File: src/rtl/dp_fifo_ctrl_if.sv
// dp_fifo_ctrl_if: producer/consumer handshake and dp strobe bundle for dp_fifo_ctrl.
interface dp_fifo_ctrl_if #(parameter int AW = 3);
    logic        wr_req, rd_req;
    logic        wea, inca, web, incb;
    logic        rd_valid, wr_drop, full, empty;
    logic [AW:0] count;
    modport master(output wr_req, rd_req,
                   input wea, inca, web, incb, rd_valid, wr_drop, full, empty, count);
    modport slave(input wr_req, rd_req,
                  output wea, inca, web, incb, rd_valid, wr_drop, full, empty, count);
endinterface

File: src/rtl/dp_fifo_ctrl.sv
// dp_fifo_ctrl: turns write/read requests into dp strobes, tracks occupancy, sequences reads as latch-then-advance.
module dp_fifo_ctrl #(
    parameter int DEPTH = 8,
    parameter int AW    = 3
) (
    input logic           clk,
    input logic           rst,
    dp_fifo_ctrl_if.slave bus
);
    typedef enum logic [1:0] {IDLE = 2'd0, LATCH = 2'd1, ADV = 2'd2} state_t;
    localparam logic [AW:0] FULL_CNT = (AW+1)'(DEPTH);
    state_t      state;
    logic [AW:0] count, count_nxt;
    logic        wr_acc, pop;
    assign bus.full     = count == FULL_CNT;
    assign bus.empty    = count == '0;
    assign bus.count    = count;
    // full comes from the registered count, so a same-cycle pop never frees a slot for this write
    assign wr_acc       = bus.wr_req & ~bus.full & ~rst;
    assign bus.wr_drop  = bus.wr_req & bus.full & ~rst;
    assign bus.wea      = wr_acc;
    assign bus.inca     = wr_acc;
    assign pop          = (state == ADV) & ~rst;
    assign bus.web      = (state == LATCH) & ~rst;
    assign bus.incb     = pop;
    assign bus.rd_valid = pop;
    assign count_nxt    = count + (AW+1)'(wr_acc) - (AW+1)'(pop);
    always_ff @(posedge clk) begin
        if (rst) begin
            state <= IDLE;
            count <= '0;
        end else begin
            count <= count_nxt;
            case (state)
                IDLE:    state <= (bus.rd_req & ~bus.empty) ? LATCH : IDLE;
                LATCH:   state <= ADV;
                ADV:     state <= (bus.rd_req && count_nxt != '0) ? LATCH : IDLE;
                default: state <= IDLE;
            endcase
        end
    end
endmodule
File: src/flat_wrapper.sv
// flat-port wrapper written by rule: the top's interface ports become plain ports
module dp_fifo_ctrl_flat 
#(
    parameter int DEPTH = 8,
    parameter int AW    = 3
)
  (clk, rst, bus_wr_req, bus_rd_req, bus_wea, bus_inca, bus_web, bus_incb, bus_rd_valid, bus_wr_drop, bus_full, bus_empty, bus_count);
  dp_fifo_ctrl_if #(.AW(AW)) bus_i ();
  input logic clk;
  input logic rst;
  input wire logic [$bits(bus_i.wr_req)-1:0] bus_wr_req;
  input wire logic [$bits(bus_i.rd_req)-1:0] bus_rd_req;
  output wire logic [$bits(bus_i.wea)-1:0] bus_wea;
  output wire logic [$bits(bus_i.inca)-1:0] bus_inca;
  output wire logic [$bits(bus_i.web)-1:0] bus_web;
  output wire logic [$bits(bus_i.incb)-1:0] bus_incb;
  output wire logic [$bits(bus_i.rd_valid)-1:0] bus_rd_valid;
  output wire logic [$bits(bus_i.wr_drop)-1:0] bus_wr_drop;
  output wire logic [$bits(bus_i.full)-1:0] bus_full;
  output wire logic [$bits(bus_i.empty)-1:0] bus_empty;
  output wire logic [$bits(bus_i.count)-1:0] bus_count;
  assign bus_i.wr_req = bus_wr_req;
  assign bus_i.rd_req = bus_rd_req;
  assign bus_wea = bus_i.wea;
  assign bus_inca = bus_i.inca;
  assign bus_web = bus_i.web;
  assign bus_incb = bus_i.incb;
  assign bus_rd_valid = bus_i.rd_valid;
  assign bus_wr_drop = bus_i.wr_drop;
  assign bus_full = bus_i.full;
  assign bus_empty = bus_i.empty;
  assign bus_count = bus_i.count;
  dp_fifo_ctrl #(.DEPTH(DEPTH), .AW(AW)) u_core (.clk(clk), .rst(rst), .bus(bus_i));
endmodule
File: config.mk
export PLATFORM = sky130hd
export DESIGN_NAME = dp_fifo_ctrl_flat
export DESIGN_NICKNAME = d
export VERILOG_FILES = /design/src/rtl/dp_fifo_ctrl_if.sv /design/src/rtl/dp_fifo_ctrl.sv /design/src/flat_wrapper.sv
export SDC_FILE = /design/constraint.sdc
export NUM_CORES = 1
export LEC_CHECK = 0
export ABC_AREA = 0
export CAP_MARGIN = 10
export CORE_AREA = 4 4 41 43
export CTS_BUF_LIST = sky130_fd_sc_hd__clkbuf_8
export CTS_CLUSTER_SIZE = 16
export DETAILED_ROUTE_END_ITERATION = 16
export DIE_AREA = 0 0 45 47
export HOLD_SLACK_MARGIN = 0.15
export PLACE_DENSITY_LB_ADDON = 0.15
export SYNTH_ARGS = -nofsm -noshare
export SYNTH_HDL_FRONTEND = slang
export SYNTH_SLANG_ARGS = --single-unit
File: constraint.sdc
create_clock -name clk -period 3.6 [get_ports clk]
set_input_delay 0.72 -clock clk [delete_from_list [all_inputs] [get_ports clk]]
set_output_delay 0.72 -clock clk [all_outputs]
set_load 0.1 [all_outputs]
==> impl_metrics.toml <==
[die]
die_area_um2 = 2120
start_util_pct = 33.5
die_x_um = 45
die_y_um = 47
rows = 13
coreArea_um2 = 1300
io-pin-count = 16

[synthesis]
synth.distinct_cells = 24
yosysSeqAreaShare_pct = 27.6
synth.net_count = 61
yosys_most_used_dff = "dfxtp_1"
synth.avg_cell_area_um2 = 8.71
ys_ff_latch = 6
syn-cell-area_um2 = 435
synth.area.top_cells = "dfxtp_1 28%, ha_1 17%, inv_1 5.2%, fa_1 4.6%, or4b_1 4.6%"
synth_edf_count = 0
synth_top_area_share_pct = 27.6
synth_warnings = 0
netlist_instances = 50
netlist_top_cells_count = "6 x dfxtp_1, 6 x ha_1, 6 x inv_1, 4 x nor2_1, 3 x nor2b_1"
ys_async_sr_fraction_pct = 0
synth_top_cell_by_area = "dfxtp_1"

[worst_setup_path]
crit_path_start_kind = "input pin"
path_delay_family = "adder cells"
crit_top_cell = "ha_1"
arrival_ps = 3310
reg2reg_depth = 11
path_max_fanout = 3
crit_required_ps = 3700
r2r_slack_ps = 930
r2r_start = "u_core.bus.count[2]"
slowest_delay_ps = 530
cp.buffers_inverters = 2
r2r-end = "u_core.state[0]"
cp-end-kind = "flip-flop"
crit_chain = "clkdlybuf4s50_1 > nor2_1 > and2_2 > ha_1 > inv_1 > ha_1 > fa_1 > or4b_1 > a211oi_1 > nor3_1"
crit_type = "in -> reg"
cp_slowest_cell = "or4b_1"

[grt]
grt_pass1_vias = 348
grt.total_usage_pct = 9.58
gr-total-overflow = 0
grt_max_degree = 7
antenna_found_initial = 0
grt_pass1_wl_um = 1460

[cts]
cts_setup_buffers = 0
ctsResizeCount = 0
cts-root-buf = "clkbuf_8"
cts_buffers = 3
cts_tree = "yes"
cts.sinks = 6
cts.clk_slew.worst_paths_ps = 30
htreeDepth = 1
hold_buffers = 0
clock_latency_ps = 220
clockBufferDepth = 2

[placement]
gp_congestion = 0.818
numPortBuffers = 15
hpwl_um = 789
dp_slack_ps = 143

[route]
drtPass1Iterations = 4
wire_per_inst_um = 11.0
drtAntennaViolNets = 0
dr_total_vias = 385
wl_um = 913
drc = 0
drt_iter0_markers = 3
via_per_inst = 4.64

[timing]
fin_ws_ps = 391
slew_viol_final = 0
slew_headroom_pct = 35.4
finalWorstPathRequiredPeriod_ps = 3210
setup_viol = 0
period_share_pct = 89.1
finalHoldViolCount = 0
max_freq_ghz = 0.312
clock_skew_ps = 0.990
rsz0062_at_grt = "false"
final.setup.tns_ps = 0
worst_pin_slew_ps = 966

[finish]
antenna_cells = 0
drive_above_1_share_pct = 25.0
nets = 81
fin_util_pct = 49.1
area_growth_pct = 46.8

[hold_path]
hold_end = "u_core.state[1]"
hp-start = "u_core.state[0]"
hold_depth = 1
hp-class = "reg -> reg"

[power]
irDropWorstVdd_uv = 337
leakage_nw = 0.286
power_density_nw_per_um2 = 886
total_power_uw = 567

[status]
status = "finished, final reports clean"

[run]
drv_cap = 0
sequential cells by signal (all words and copies together), names as in the netlist:
name / count
u_core.state: 2
u_core.bus.count: 4
layout make-up:
cell class	instances	area [um^2]
well taps	15	18.8
clock buffers	3	41.3
fillers	145	662
repair buffers	17	145
multi-input cells	36	290
flip-flops and latches	6	121
inverters	6	22.5
stage by stage:
step                      instance area [um^2]  std cells  hold slack [ps]
after global routing                       639         83              521
final                                      639         83              498
after floorplan                            449         50              461
after CTS                                  639         83              498
after detailed placement                   598         80              491
after global placement                     598         80              490
kinds of logic (layout without fill, tap and decap cells):
logic type | after synthesis | count (layout) | synth area share, %
compound gates | 5 | 5 | 6.90
xor+xnor | 1 | 1 | 2.01
fa+ha+maj | 7 | 7 | 21.8
buf+inv | 8 | 26 | 8.62
flops | 6 | 6 | 27.6
simple gates | 23 | 23 | 33.0
how the worst max path moves through the flow:
| stage | slack, ps | start | depth (start not counted) | to |
|---|---|---|---|---|
| 2_1_floorplan | 170 | u_core.bus.count[1] | 5 | bus_wea |
| 6_report | 390 | rst | 10 | u_core.state[0] |
| 3_5_place_dp | 140 | rst | 10 | u_core.state[0] |
| 4_1_cts | 370 | rst | 10 | u_core.state[0] |
| 5_1_grt | 190 | rst | 10 | u_core.state[0] |
| 3_3_place_gp | 150 | rst | 10 | u_core.state[0] |
report_power, final:
part / internal [mW] / total [mW] / leakage [nW] / switching [mW]
clock network: 0.0715 / 0.0969 / 0.0216 / 0.0254
registers: 0.0828 / 0.0950 / 0.0495 / 0.0122
logic: 0.0998 / 0.375 / 0.215 / 0.275
cell usage in the layout, fill, tap and decap left out, drive strengths merged:
| cell type | Yosys | layout |
|---|---|---|
| buf | 2 | 10 |
| clkdlybuf4s50 | 0 | 7 |
| inv | 6 | 6 |
| ha | 6 | 6 |
| dfxtp | 6 | 6 |
| nor2 | 4 | 4 |
| nor2b | 3 | 3 |
| clkbuf | 0 | 3 |
| nand2b | 2 | 2 |
| a21oi | 2 | 2 |
| or4b | 2 | 2 |
| nand3 | 2 | 2 |
| and2 | 2 | 2 |
| nor3b | 2 | 2 |
| nand2 | 1 | 1 |
| and3 | 1 | 1 |
| a21o | 1 | 1 |
| o21ai | 1 | 1 |
| or3 | 1 | 1 |
| xor2 | 1 | 1 |
| a211oi | 1 | 1 |
| nand4bb | 1 | 1 |
| nor4 | 1 | 1 |
| nor3 | 1 | 1 |
| fa | 1 | 1 |
worst register-to-register path: stages (launching register included):
cell and delay, ps:
dfxtp_2 310, inv_1 70, ha_1 190, nand2_1 90, nand2b_1 90, ha_1 280, inv_1 40, ha_1 210
fa_1 470, or4b_1 530, a211oi_1 200, nor3_1 80
metal layers:
layer | vias up | share of wire (%) | wire length (um) | global-route usage [%]
met1 | 161 | 48 | 439 | 12.8
met3 | 0 | 11 | 104 | 2.68
met4 | 0 | 0 | 0 | 3.51
li1 | 208 | - | - | -
met2 | 16 | 40 | 369 | 14.7
met5 | - | 0 | 0 | 0
Power figures use the tool's default switching activity.
